--- src/rtl/simd_divmod_pkg.sv ---
// simd_divmod_pkg -- shared encodings for the sequential SIMD divide/modulo unit.
//   op_e    : operation select (DIV, MOD, SQRT, reserved)
//   ww_e    : lane width select (8/16/32/64 bits)
//   state_e : controller states
//   lw()    : lane width in bits for a WW code
package simd_divmod_pkg;

   typedef enum logic [1:0] {
      OP_DIV  = 2'b00,
      OP_MOD  = 2'b01,
      OP_SQRT = 2'b10,
      OP_RSV  = 2'b11
   } op_e;

   typedef enum logic [1:0] {
      WW_8  = 2'b00,
      WW_16 = 2'b01,
      WW_32 = 2'b10,
      WW_64 = 2'b11
   } ww_e;

   typedef enum logic [1:0] {
      IDLE = 2'b00,
      CALC = 2'b01,
      DONE = 2'b10
   } state_e;

   function automatic logic [6:0] lw(input logic [1:0] ww);
      return 7'd8 << ww;
   endfunction

endpackage

--- src/rtl/simd_divmod_step.sv ---
// simd_divmod_step -- one combinational restoring step, 64-bit datapath.
//   rem       : partial remainder entering the step
//   root      : partial square root (sqrt mode only)
//   dvs_top   : top 64 bits of the divisor shift register; the lane divisor
//               sits in its most-significant lw bits
//   din       : next dividend bits, MSB first (div uses din[1] only)
//   lw        : lane width in bits
//   sqrt_mode : 1 = sqrt digit step (two radicand bits), 0 = divide step
//   rem_nxt   : partial remainder after the step
//   qbit      : quotient / root bit produced by the step
module simd_divmod_step
   import simd_divmod_pkg::*;
(
   input  logic [63:0] rem,
   input  logic [63:0] root,
   input  logic [63:0] dvs_top,
   input  logic [1:0]  din,
   input  logic [6:0]  lw,
   input  logic        sqrt_mode,
   output logic [63:0] rem_nxt,
   output logic        qbit
);

   logic [63:0] dvs;
   logic [65:0] shifted;
   logic [65:0] sub;

   // Shifted remainder carries extra headroom: rem < divisor can still
   // exceed lw bits once a new bit is appended.
   always_comb begin
      dvs = dvs_top >> (7'd64 - lw);
      if (sqrt_mode) begin
         shifted = {rem, din};
         sub     = {root, 2'b01};
      end else begin
         shifted = {1'b0, rem, din[1]};
         sub     = {2'b00, dvs};
      end
      qbit    = (shifted >= sub);
      rem_nxt = 64'(qbit ? shifted - sub : shifted);
   end

endmodule

--- src/rtl/simd_divmod_seq.sv ---
// simd_divmod_seq -- sequential SIMD unsigned divide/modulo (optional sqrt).
// Lanes are processed MS lane first through one restoring step per cycle.
//   clk, rst_n          : clock, async active-low reset
//   in_valid/in_ready   : request handshake (ready only in IDLE)
//   rA_val, rB_val      : dividend / divisor vectors, bit 0 = MSB, lane 0 at MS end
//   op, WW              : operation and lane width select
//   flush               : synchronous abort
//   out_valid/out_ready : result handshake
//   result              : per-lane result
//   div_zero            : per-lane divisor-zero flags (bit 0 = lane 0)
//   op_err              : reserved or disabled op requested
// Macro SIMD_DIVMOD_SQRT_EN enables op 10 (floor square root, LW/2 steps per lane).
module simd_divmod_seq
   import simd_divmod_pkg::*;
#(
   parameter int DATA_W = 64
) (
   input  logic              clk,
   input  logic              rst_n,
   input  logic              in_valid,
   output logic              in_ready,
   input  logic [0:DATA_W-1] rA_val,
   input  logic [0:DATA_W-1] rB_val,
   input  logic [0:1]        op,
   input  logic [0:1]        WW,
   input  logic              flush,
   output logic              out_valid,
   input  logic              out_ready,
   output logic [0:DATA_W-1] result,
   output logic [0:DATA_W/8-1] div_zero,
   output logic              op_err
);

   localparam int NB  = DATA_W / 8;
   localparam int LCW = $clog2(NB);

`ifdef SIMD_DIVMOD_SQRT_EN
   localparam bit SQRT_EN = 1'b1;
`else
   localparam bit SQRT_EN = 1'b0;
`endif

   state_e            state;
   op_e               op_q;
   logic [1:0]        ww_q;
   logic [DATA_W-1:0] opa, opb, res;
   logic [63:0]       rem, q;
   logic [6:0]        step_cnt;
   logic [LCW-1:0]    lane_cnt;

   op_e               op_in;
   logic [1:0]        ww_in;
   logic [DATA_W-1:0] b_in;
   logic [NB-1:0]     bz;
   logic [3:0][NB-1:0] lz;

   logic [6:0]  lw_q, step_last;
   logic        sqrt_mode, lane_end, lane_last;
   logic [63:0] lane_mask, lane_val, rem_nxt, q_nxt;
   logic        qbit;

   assign op_in  = op_e'(op);
   assign ww_in  = WW;
   assign b_in   = rB_val;
   assign result = res;

   // Zero-divisor detection: per byte (counted from the MS end), then
   // combined per lane for each of the four widths.
   for (genvar k = 0; k < NB; k++) begin : g_bz
      assign bz[k] = (b_in[DATA_W-1-8*k -: 8] == 8'd0);
   end
   for (genvar w = 0; w < 4; w++) begin : g_w
      for (genvar i = 0; i < NB; i++) begin : g_l
         if (i < (NB >> w)) begin : g_on
            assign lz[w][i] = &bz[i*(1<<w) +: (1<<w)];
         end else begin : g_off
            assign lz[w][i] = 1'b0;
         end
      end
   end

   always_comb begin
      lw_q      = lw(ww_q);
      sqrt_mode = SQRT_EN && (op_q == OP_SQRT);
      step_last = sqrt_mode ? (lw_q >> 1) - 7'd1 : lw_q - 7'd1;
      lane_end  = (step_cnt == step_last);
      lane_last = (lane_cnt == LCW'((NB >> ww_q) - 1));
      lane_mask = {64{1'b1}} >> (7'd64 - lw_q);
      q_nxt     = 64'({q, qbit});
      case (op_q)
         OP_DIV:  lane_val = q_nxt;
         OP_MOD:  lane_val = rem_nxt;
         OP_SQRT: lane_val = SQRT_EN ? q_nxt : 64'd0;
         default: lane_val = 64'd0;
      endcase
   end

   simd_divmod_step u_step (
      .rem       (rem),
      .root      (q),
      .dvs_top   (opb[DATA_W-1 -: 64]),
      .din       (opa[DATA_W-1 -: 2]),
      .lw        (lw_q),
      .sqrt_mode (sqrt_mode),
      .rem_nxt   (rem_nxt),
      .qbit      (qbit)
   );

   always_ff @(posedge clk or negedge rst_n) begin
      if (!rst_n) begin
         state     <= IDLE;
         in_ready  <= 1'b1;
         out_valid <= 1'b0;
         res       <= '0;
         div_zero  <= '0;
         op_err    <= 1'b0;
         opa       <= '0;
         opb       <= '0;
         rem       <= '0;
         q         <= '0;
         step_cnt  <= '0;
         lane_cnt  <= '0;
         op_q      <= OP_DIV;
         ww_q      <= '0;
      end else begin
         case (state)
            IDLE: begin
               if (in_valid && !flush) begin
                  state    <= CALC;
                  in_ready <= 1'b0;
                  opa      <= rA_val;
                  opb      <= rB_val;
                  op_q     <= op_in;
                  ww_q     <= ww_in;
                  res      <= '0;
                  rem      <= '0;
                  q        <= '0;
                  step_cnt <= '0;
                  lane_cnt <= '0;
                  op_err   <= (op_in == OP_RSV) || (op_in == OP_SQRT && !SQRT_EN);
                  for (int i = 0; i < NB; i++)
                     div_zero[i] <= (op_in == OP_DIV || op_in == OP_MOD) && lz[ww_in][i];
               end
            end
            CALC: begin
               if (flush) begin
                  state    <= IDLE;
                  in_ready <= 1'b1;
                  res      <= '0;
                  div_zero <= '0;
                  op_err   <= 1'b0;
               end else begin
                  rem      <= lane_end ? 64'd0 : rem_nxt;
                  q        <= lane_end ? 64'd0 : q_nxt;
                  opa      <= sqrt_mode ? (opa << 2) : (opa << 1);
                  step_cnt <= lane_end ? 7'd0 : step_cnt + 7'd1;
                  if (lane_end) begin
                     // Result fills from the LS end; after NL lanes lane 0 is at the MS end.
                     res      <= (res << lw_q) | DATA_W'(lane_val & lane_mask);
                     opb      <= opb << lw_q;
                     lane_cnt <= lane_last ? '0 : lane_cnt + LCW'(1);
                     if (lane_last) begin
                        state     <= DONE;
                        out_valid <= 1'b1;
                     end
                  end
               end
            end
            DONE: begin
               if (flush) begin
                  state     <= IDLE;
                  in_ready  <= 1'b1;
                  out_valid <= 1'b0;
                  res       <= '0;
                  div_zero  <= '0;
                  op_err    <= 1'b0;
               end else if (out_ready) begin
                  state     <= IDLE;
                  in_ready  <= 1'b1;
                  out_valid <= 1'b0;
               end
            end
            default: begin
               state    <= IDLE;
               in_ready <= 1'b1;
            end
         endcase
      end
   end

endmodule
--- config.mk ---
export PLATFORM = sky130hd
export DESIGN_NAME = simd_divmod_seq
export DESIGN_NICKNAME = d
export VERILOG_FILES = /design/src/rtl/simd_divmod_pkg.sv /design/src/rtl/simd_divmod_step.sv /design/src/rtl/simd_divmod_seq.sv
export SDC_FILE = /design/constraint.sdc
export NUM_CORES = 1
export LEC_CHECK = 0
export CORE_MARGIN = 2
export CORE_UTILIZATION = 35
export DETAILED_ROUTE_END_ITERATION = 10
export GPL_TIMING_DRIVEN = 0
export SETUP_SLACK_MARGIN = 0.15
export SYNTH_ARGS = -nofsm -noshare
export SYNTH_HDL_FRONTEND = slang
export SYNTH_SLANG_ARGS = --single-unit
--- constraint.sdc ---
create_clock -name clk -period 6.2 [get_ports clk]
set_clock_uncertainty 0.2 [all_clocks]
set_input_delay 1.24 -clock clk [delete_from_list [all_inputs] [get_ports clk]]
set_output_delay 1.24 -clock clk [all_outputs]
set_load 0.01 [all_outputs]
==> results of run 1 <==
[cells in the final DEF, fill, tap and decap left out, types with 12 or more instances in the layout]
cell | Yosys | final
mux2i_1 | 121 | 103
o21ai_0 | 372 | 363
dfrtp_1 | 345 | 345
clkbuf_16 | 0 | 42
nand3_1 | 25 | 24
clkbuf_1 | 159 | 147
mux2_2 | 25 | 25
a21boi_0 | 14 | 14
clkbuf_2 | 0 | 12
o21ai_1 | 8 | 13
nand3b_1 | 22 | 22
xor2_1 | 19 | 19
clkdlybuf4s50_1 | 0 | 209
a21o_1 | 38 | 38
nand4_1 | 29 | 29
o21bai_1 | 18 | 18
a21oi_1 | 177 | 175
o211ai_1 | 37 | 37
nand2_1 | 474 | 474
a221o_1 | 12 | 12
a31oi_1 | 24 | 23
ha_1 | 70 | 70
a22o_1 | 39 | 39
inv_1 | 30 | 30
buf_4 | 5 | 14
a221oi_1 | 19 | 19
buf_2 | 10 | 17
xnor2_1 | 41 | 41
a31o_2 | 17 | 17
nand2b_1 | 43 | 43
nor3_1 | 29 | 27
nor2_1 | 141 | 141
a211oi_1 | 47 | 45
nor2b_1 | 58 | 58
and2_1 | 28 | 28
[stage by stage]
step | setup TNS, ns | utilization (%) | instance area [sq um] | setup WS, ns
global route | 0 | 43.5 | 27500 | 0.155
floorplan | 0 | - | 22500 | 1.05
global placement | -4312.28 | 40.5 | 25700 | -11.92
CTS | 0 | 43.2 | 27400 | 0.155
detailed placement | -206.75 | 40.7 | 25700 | -2.42
finish | 0 | 43.5 | 27600 | 0.230
[sequential cells by signal (all words and copies together), names as in the netlist]
| name | cells |
|---|---|
| op_q | 2 |
| result | 64 |
| step_cnt | 7 |
| out_valid | 1 |
| opa | 64 |
| opb | 64 |
| in_ready | 1 |
| lane_cnt | 3 |
| ww_q | 2 |
| div_zero | 8 |
| op_err | 1 |
| rem | 64 |
| q | 63 |
| state | 2 |
[layout make-up]
cell class	instances	area [sq um]	area share [%]
Multi-Input combinational cell	2113	13200	47.9
Sequential cell	346	8660	31.4
Timing Repair Buffer	219	2230	8.11
Clock buffer	66	1250	4.54
Tap cell	846	1060	3.84
Buffer	195	893	3.24
Clock inverter	10	135	0.490
Inverter	31	116	0.422
Antenna cell	4	10.0	0.0363
[logic make-up after synthesis]
family	Yosys count	synth area share, %
compound gates	928	25.9
xor+xnor	60	2.34
fa+ha+maj	71	3.98
buf+inv	228	4.12
flops	346	38.5
mux	147	6.74
simple gates	907	18.4
[repair_timing]
action | in CTS | in global routing
gates cloned | 0 | 0
hold buffers | 0 | 0
pin swaps | 5 | 6
setup buffers | 3 | 3
setup endpoints to repair | 129 | 100
resized for setup | 75 | 51
[power breakdown]
group / internal, mW / switching (mW)
clock network: 1.47 / 1.05
registers: 2.93 / 0.952
logic: 4.33 / 8.48
total: 8.73 / 10.5
[routing by layer]
| layer | GRT usage [%] | wire (microns) |
|---|---|---|
| met2 | 48.2 | 47400 |
| met1 | 42.2 | 43900 |
| met4 | 16.2 | 6190 |
| met3 | 6.92 | 10000 |
| met5 | 0 | 21 |
[path summary, 6_finish.rpt]
path,cells past startpoint,startpoint,end
hold reg to reg,2,opa[62],opa[62]
hold / removal,1,rst_n,opa[38]
max in group asynchronous,3,rst_n,rem[42]
min in group clk,2,opa[62],opa[62]
setup / recovery,19,ww_q[0],rem[60]
setup reg to reg,19,ww_q[0],rem[60]
==> metrics, run 1 <==
CP delay by family, top compound AO/OA/AOI/OAI gates; Final period util approximately 96%; class of the worst hold path in2async; Least-Margin Pin Slew around 1.3 ns; Antenna Nets Post-Route 0; per-cell routed wire length between 20 and 30 microns; core area around 0.063 sq mm; Post-Syn Area around 0.022 sq mm; die area about 0.066 sq mm; CTS root buf clkbuf_16; crit end category flip-flop; P_leak roughly 11 nW; layout cells sized above 1 roughly 7.4%; Filler cells around 6.4k; final number of setup-violating endpoints 0; Reg2Reg Setup Slack approximately 0.23 ns; critical path's most frequent cell clkbuf_4; cts bufs inserted 41; Die Ht between 200 and 300 microns; Tot GR Track Use a little under a third; dpl hpwl ~86 mm; Syn Inst Count ~2.7k; I/O Pins about 210; number of placement rows between 90 and 100; post-synthesis async set-or-reset flop share 100%; via-per-instance ratio 6.07; status finished, final reports clean; Pwr Total just under 20 mW; worst hold margin 0.236 ns; CP max FO 10; total gr overflow 0; top cell type by total area after synthesis dfrtp_1; cell with the most instances after synthesis nand2_1; slowest stage cell, crit path dfrtp_1; top cells by count, synth nand2_1 (474), o21ai_0 (372), dfrtp_1 (345), a21oi_1 (177), clkbuf_1 (159); initial antenna violation count 8; PortBufs 210; Skew-Pair Late Insertion Delay approximately 0.60 ns; Synth Net Count 2895; fmax 168 MHz; final wirelength 108 mm; Power Dens Cells 697 mW/mm^2; drt initial violations 2808; final cell count without fillers about 3.8k; Peak VDD IR about 0.40 mV; Req. time, crit path 6.44 ns; nets@finish 3155; prevailing post-synth register cell dfrtp_1; Starting Density a little over a third; Yosys top cell area share a little under two fifths; # H-tree levels 2; Yosys warning total 0; CTS Sinks ~350; largest net degree at the start of global routing about 120; fin crit period a little under 6 ns; clk slew on worst S/H paths around 0.060 ns; maximum buffer depth of the clock tree 3; CTS tree yes; RSZ-0062 raised after global routing no; number of enable flip-flop cells after synthesis 0; vias in the first global route ~23k; Final Hold Vio Count 0; vias approximately 23k; Rel. slew slack between 10% and 20%; Worst path max stage delay between 0.4 and 0.5 ns; Die W approximately 260 microns; global-route wire length before repair between 150 and 200 mm; DRC Markers 0; top post-synthesis cells by area dfrtp_1 (38%), o21ai_0 (8.3%), nand2_1 (7.9%); Yosys reg bits around 350; post-synth cell types approximately 80; Max-cap violations 0; crit path launch type flip-flop; Seq/Total Area, Yosys 38.5%; Slew Limit Fails 0; placed cells 3746; syn_area_per_cell 8.37 sq um; Final Wtd Congestion about 1.0; CP arrival roughly 6.2 ns; Synth-to-Final Area Change 22.5%; CP bufs+invs 6; DRT Pass-1 Iters 6; type of the worst setup path reg2reg; CP cell instances buf_4 > clkbuf_4 > clkbuf_4 > clkbuf_4 > buf_4 > mux4_2 > ha_1 > inv_1 > fa_1 > a21o_1 > a221oi_2 > o21ai_1 > o2bb2ai_1 > a211o_1 > a211oi_2 > a21boi_0 > or3_1 > a31oi_1 > o21ai_0
No activity file was read; power rests on OpenSTA's default activity.
==> run 2, diff against run 1 <==
- ABC_AREA: unset -> 0
- CORE_ASPECT_RATIO: unset -> 0.75
- DONT_BUFFER_PORTS: unset -> 1
==> metrics, run 2 (synthesis results as in run 1) <==
class of the worst hold path in2async; cts bufs inserted 41; CP bufs+invs 6; Final period util just under 100%; Hold-fix buffers, CTS 0; DRC Markers 0; total gr overflow 0; critical path's most frequent cell buf_4; vias 22.5k; commonest non-fill, non-tap cell in the layout nand2_1; final number of setup-violating endpoints 0; Final Hold Vio Count 0; number of placement rows 80; CP delay by family, top compound AO/OA/AOI/OAI gates; CP max FO 10; PortBufs 0; Least-Margin Pin Slew 1.49 ns; global-route wire length before repair around 150 mm; status finished with violations; Req. time, crit path between 6 and 7 ns; CTS Sinks between 300 and 400; Die W just under 300 microns; layout cells sized above 1 between 8 and 9%; vias in the first global route ~21k; CTS root buf clkbuf_16; Filler cells about 6.5k; placed cells between 3k and 4k; largest net degree at the start of global routing between 300 and 400; area of the multi-input gates ~0.013 sq mm; Synth-to-Final Area Change 12.8%; drt initial violations between 2k and 3k; FF/Latch Area between 0.008 and 0.009 sq mm; Rel. slew slack -0.216%; nets@finish 2944; Tot GR Track Use 30.5%; initial antenna violation count 2; CTS tree yes; maximum buffer depth of the clock tree 3; fmax approximately 170 MHz; core area 0.0636 sq mm; slowest stage cell, crit path a2111o_1; die area 0.0663 sq mm; RSZ-0062 raised after global routing yes; crit end category flip-flop; dpl hpwl 82.8 mm; CP arrival ~6.3 ns; Antenna Nets Post-Route 0; Area after DPL approximately 0.024 sq mm; Worst path max stage delay between 0.6 and 0.7 ns; I/O Pins approximately 210; fin crit period between 6 and 7 ns; via-per-instance ratio between 6 and 7; per-cell routed wire length 29.0 microns; Starting Density a little over a third; Final Wtd Congestion between 1 and 1.5; crit path launch type flip-flop; type of the worst setup path reg2reg; failing checks capacitance limit, slew limit; clk slew on worst S/H paths about 0.070 ns; final cell count without fillers 3627; Skew-Pair Late Insertion Delay just over 0.6 ns; Die Ht approximately 220 microns; most frequent cells in the layout nand2_1 (474), o21ai_0 (363), dfrtp_1 (345); final wirelength 105 mm; CP cell instances buf_4 > buf_4 > buf_4 > buf_4 > nand2_1 > a31o_2 > ha_1 > nor2b_1 > o2111ai_1 > a2111o_1 > a31oi_4 > a21bo_4 > and4_4 > or2_1 > buf_6 > buf_12 > mux2i_1 > a2111oi_0 > a211o_1; post-route cell area 0.0254 sq mm; # H-tree levels 2; Max-cap violations 1; DRT Pass-1 Iters 5; Slew Limit Fails 1
[run 2: final cells by class]
| class | instances | area share, % |
|---|---|---|
| plain buffers | 196 | 3.59 |
| clock buffers | 57 | 4.72 |
| diodes | 1 | 0.00986 |
| well taps | 861 | 4.25 |
| inverters | 31 | 0.459 |
| multi-input cells | 2113 | 52.1 |
| clock inverters | 15 | 0.518 |
| repair buffers | 7 | 0.197 |
| flip-flops and latches | 346 | 34.1 |
[run 2: timing repair]
| item | 4_1_cts | 5_1_grt |
|---|---|---|
| setup buffers | 3 | 3 |
| setup endpoints to repair | 129 | 123 |
| pin swaps | 3 | 6 |
| resized for setup | 90 | 54 |
[run 2: path summary, 6_finish.rpt]
check	from	endpoint	slack, ns	depth (start not counted)
min reg2reg	opa[18]	opa[18]	0.28	2
max	ww_q[0]	result[34]	0.17	19
min in group clk	opa[18]	opa[18]	0.28	2
min	rst_n	rem[49]	0.15	0
max in group asynchronous	rst_n	result[16]	4.83	0
max reg2reg	ww_q[0]	result[34]	0.17	19
[run 2: metrics by stage]
stage / TNS [ns] / hold WS (ns) / setup slack, ns / utilization [%]
2_1_floorplan: 0 / 0.250 / 1.05 / -
3_3_place_gp: -217.73 / 0.262 / -2.23 / 37.1
3_5_place_dp: -219.25 / 0.272 / -2.22 / 37.1
4_1_cts: 0 / 0.164 / 0.167 / 39.6
5_1_grt: 0 / 0.149 / 0.136 / 39.9
6_report: 0 / 0.153 / 0.165 / 39.9
[run 2: routing by layer]
metal	share of wire, %	up-vias	track usage [%]
li1	-	9830	-
met1	42	11102	42.0
met2	41	1387	44.1
met3	13	222	11.4
met4	3.6	2	9.91
met5	0.0095	-	0
Power of run 2 is not shown: default switching activity piles up to over one toggle a cycle in this logic, so the estimate is an artifact.
==> run 3, diff against run 2 <==
- SYNTH_HIERARCHICAL: unset -> 1
==> metrics, run 3 <==
cell with the most instances after synthesis dfrtp_1; FF/Latch Area 0.00868 sq mm; type of the worst setup path reg2reg; Final Hold Vio Count 0; top cell type by total area after synthesis dfrtp_1; worst r2r path cells 28; highest routed layer met5; Max-cap violations 2; post-synthesis async set-or-reset flop share between 90% and 100%; drt initial violations 4180; reg2reg end result[50]; area of the multi-input gates around 0.020 sq mm; Filler cells 7287; Req. time, crit path 6.47 ns; die area between 0.07 and 0.08 sq mm; crit end category flip-flop; Slew Limit Fails approximately 250; final setup TNS -5.47 ns; Tot GR Track Use between 30% and 40%; Starting Density 35.5%; worst r2r src ww_q[1]; RSZ-0062 raised after global routing yes; Least-Margin Pin Slew approximately 2.0 ns; syn_area_per_cell between 8 and 9 sq um; crit path launch type flip-flop; layout cells sized above 1 between 20% and 30%; Syn Inst Count between 2k and 3k; via-per-instance ratio around 6.5; Worst path max stage delay approximately 0.61 ns; Skew-Pair Late Insertion Delay roughly 0.60 ns; I/O Pins around 210; status finished with violations; vias in the first global route ~25k; Post-Syn Area roughly 0.027 sq mm; fmax ~150 MHz; CTS Sinks 347; class of the worst hold path in2async; per-cell routed wire length slightly below 30 microns; Die Ht roughly 240 microns; Rel. slew slack -30.0%; Reg2Reg Setup Slack -0.33 ns; vias 27.4k; PortBufs 0; Synth-to-Final Area Change 26.2%; Layout Utilization 44.9%; # H-tree levels 2; top cells by count, synth dfrtp_1 (346), o21ai_0 (329), nand2_1 (328), mux2i_1 (261), clkbuf_1 (181); most frequent cells in the layout dfrtp_1 (346), nand2_1 (291), o21ai_0 (260); top post-synthesis cells by area dfrtp_1 (32%), mux2i_1 (9.7%), o21ai_0 (6.1%); number of placement rows 87; cts bufs inserted 36; nets@finish between 3k and 4k; failing checks capacitance limit, slew limit, setup timing; number of enable flip-flop cells after synthesis 0; DRC Markers 0; Post-Route M1 WL around 53 mm; Seq/Total Area, Yosys approximately a third; Final Wtd Congestion ~1.1; Yosys warning total 6; CP arrival ~6.8 ns; CTS tree yes; Antenna Nets Post-Route 0; Die W 324 microns; final wirelength 123 mm; CTS root buf clkbuf_16; total gr overflow 0; final number of setup-violating endpoints 43; prevailing post-synth register cell dfrtp_1; clk slew on worst S/H paths approximately 0.07 ns; DRT Pass-1 Iters 6; commonest non-fill, non-tap cell in the layout dfrtp_1; core area 0.0755 sq mm; slowest stage cell, crit path nor4b_4; maximum buffer depth of the clock tree 3; global-route wire length before repair about 180 mm; post-synth cell types 88; dpl hpwl about 92 mm; Yosys reg bits 347; Final period util 105%; initial antenna violation count 7; Yosys top cell area share 32.2%; fin crit period approximately 6.5 ns; DR WL met3 about 19 mm; wire length on met2 48.2 mm; Setup WS post-layout -0.333 ns; largest net degree at the start of global routing between 300 and 400; CP max FO 10
-- run 3: cell count changes after synthesis, moves of 46 or more --
cell	delta
a22o_1	+116
mux2_2	+116
mux2i_1	+140
mux4_2	+46
nand2_1	-146
-- run 3: worst max-delay path: cells and delay by family (launching register included) --
| kind | cells | cell delay (ns) |
|---|---|---|
| AO/OA/AOI/OAI | 8 | 1.70 |
| XOR/XNOR | 1 | 0.08 |
| adder cells (fa/ha/maj) | 1 | 0.33 |
| buffers and inverters | 8 | 1.18 |
| flip-flops | 1 | 0.39 |
| multiplexers | 3 | 0.91 |
| AND/OR/NAND/NOR | 7 | 1.59 |
-- run 3: final cells by class --
class	count	area share (%)
inverters	32	0.391
clock inverters	9	0.650
well taps	1023	3.78
clock buffers	55	3.11
diodes	1	0.00738
flip-flops and latches	347	25.6
multi-input cells	2362	58.1
repair buffers	145	3.85
plain buffers	256	4.52
-- run 3: per-layer routing --
layer / global-route usage [%] / vias to the layer above
met5: 0 / -
met4: 5.56 / 12
met3: 14.9 / 238
met2: 39.3 / 1771
met1: 43.9 / 13718
li1: - / 11672
-- run 3: worst max-delay path by stage --
stage	from	to	slack (ns)	depth (start not counted)
after floorplan	ww_q[1]	result[50]	0.24	28
after global placement	ww_q[1]	result[3]	-2.96	28
after detailed placement	ww_q[0]	result[3]	-2.91	28
after CTS	ww_q[1]	result[50]	-0.09	32
after global routing	ww_q[0]	result[50]	-0.33	29
final	ww_q[1]	result[50]	-0.33	28
-- run 3: cells by family after synthesis --
group,share of synthesized area (%)
flip-flops,32.3
multiplexers,19.6
buffers and inverters,4.42
adder cells (fa/ha/maj),3.48
other,0.0140
AO/OA/AOI/OAI,25.6
XOR/XNOR,2.02
AND/OR/NAND/NOR,12.5
-- run 3: per-stage QoR --
step | cells | hold slack [ns] | instance area [sq um] | worst slack, ns
after floorplan | 2998 | 0.250 | 26900 | 0.242
final | 4230 | 0.173 | 33900 | -0.333
after global routing | 4229 | 0.144 | 33900 | -0.331
after detailed placement | 4022 | 0.270 | 28200 | -2.91
after global placement | 4021 | 0.261 | 28200 | -2.96
after CTS | 4170 | 0.148 | 32200 | -0.0908
-- run 3: repair_timing --
action	in CTS	in global routing
gates resized for setup	495	290
endpoints found under the setup margin	129	81
hold buffers	0	0
setup buffers	81	59
pin swaps	115	147
gates cloned	4	0
Power of run 3 is left out for the same reason.
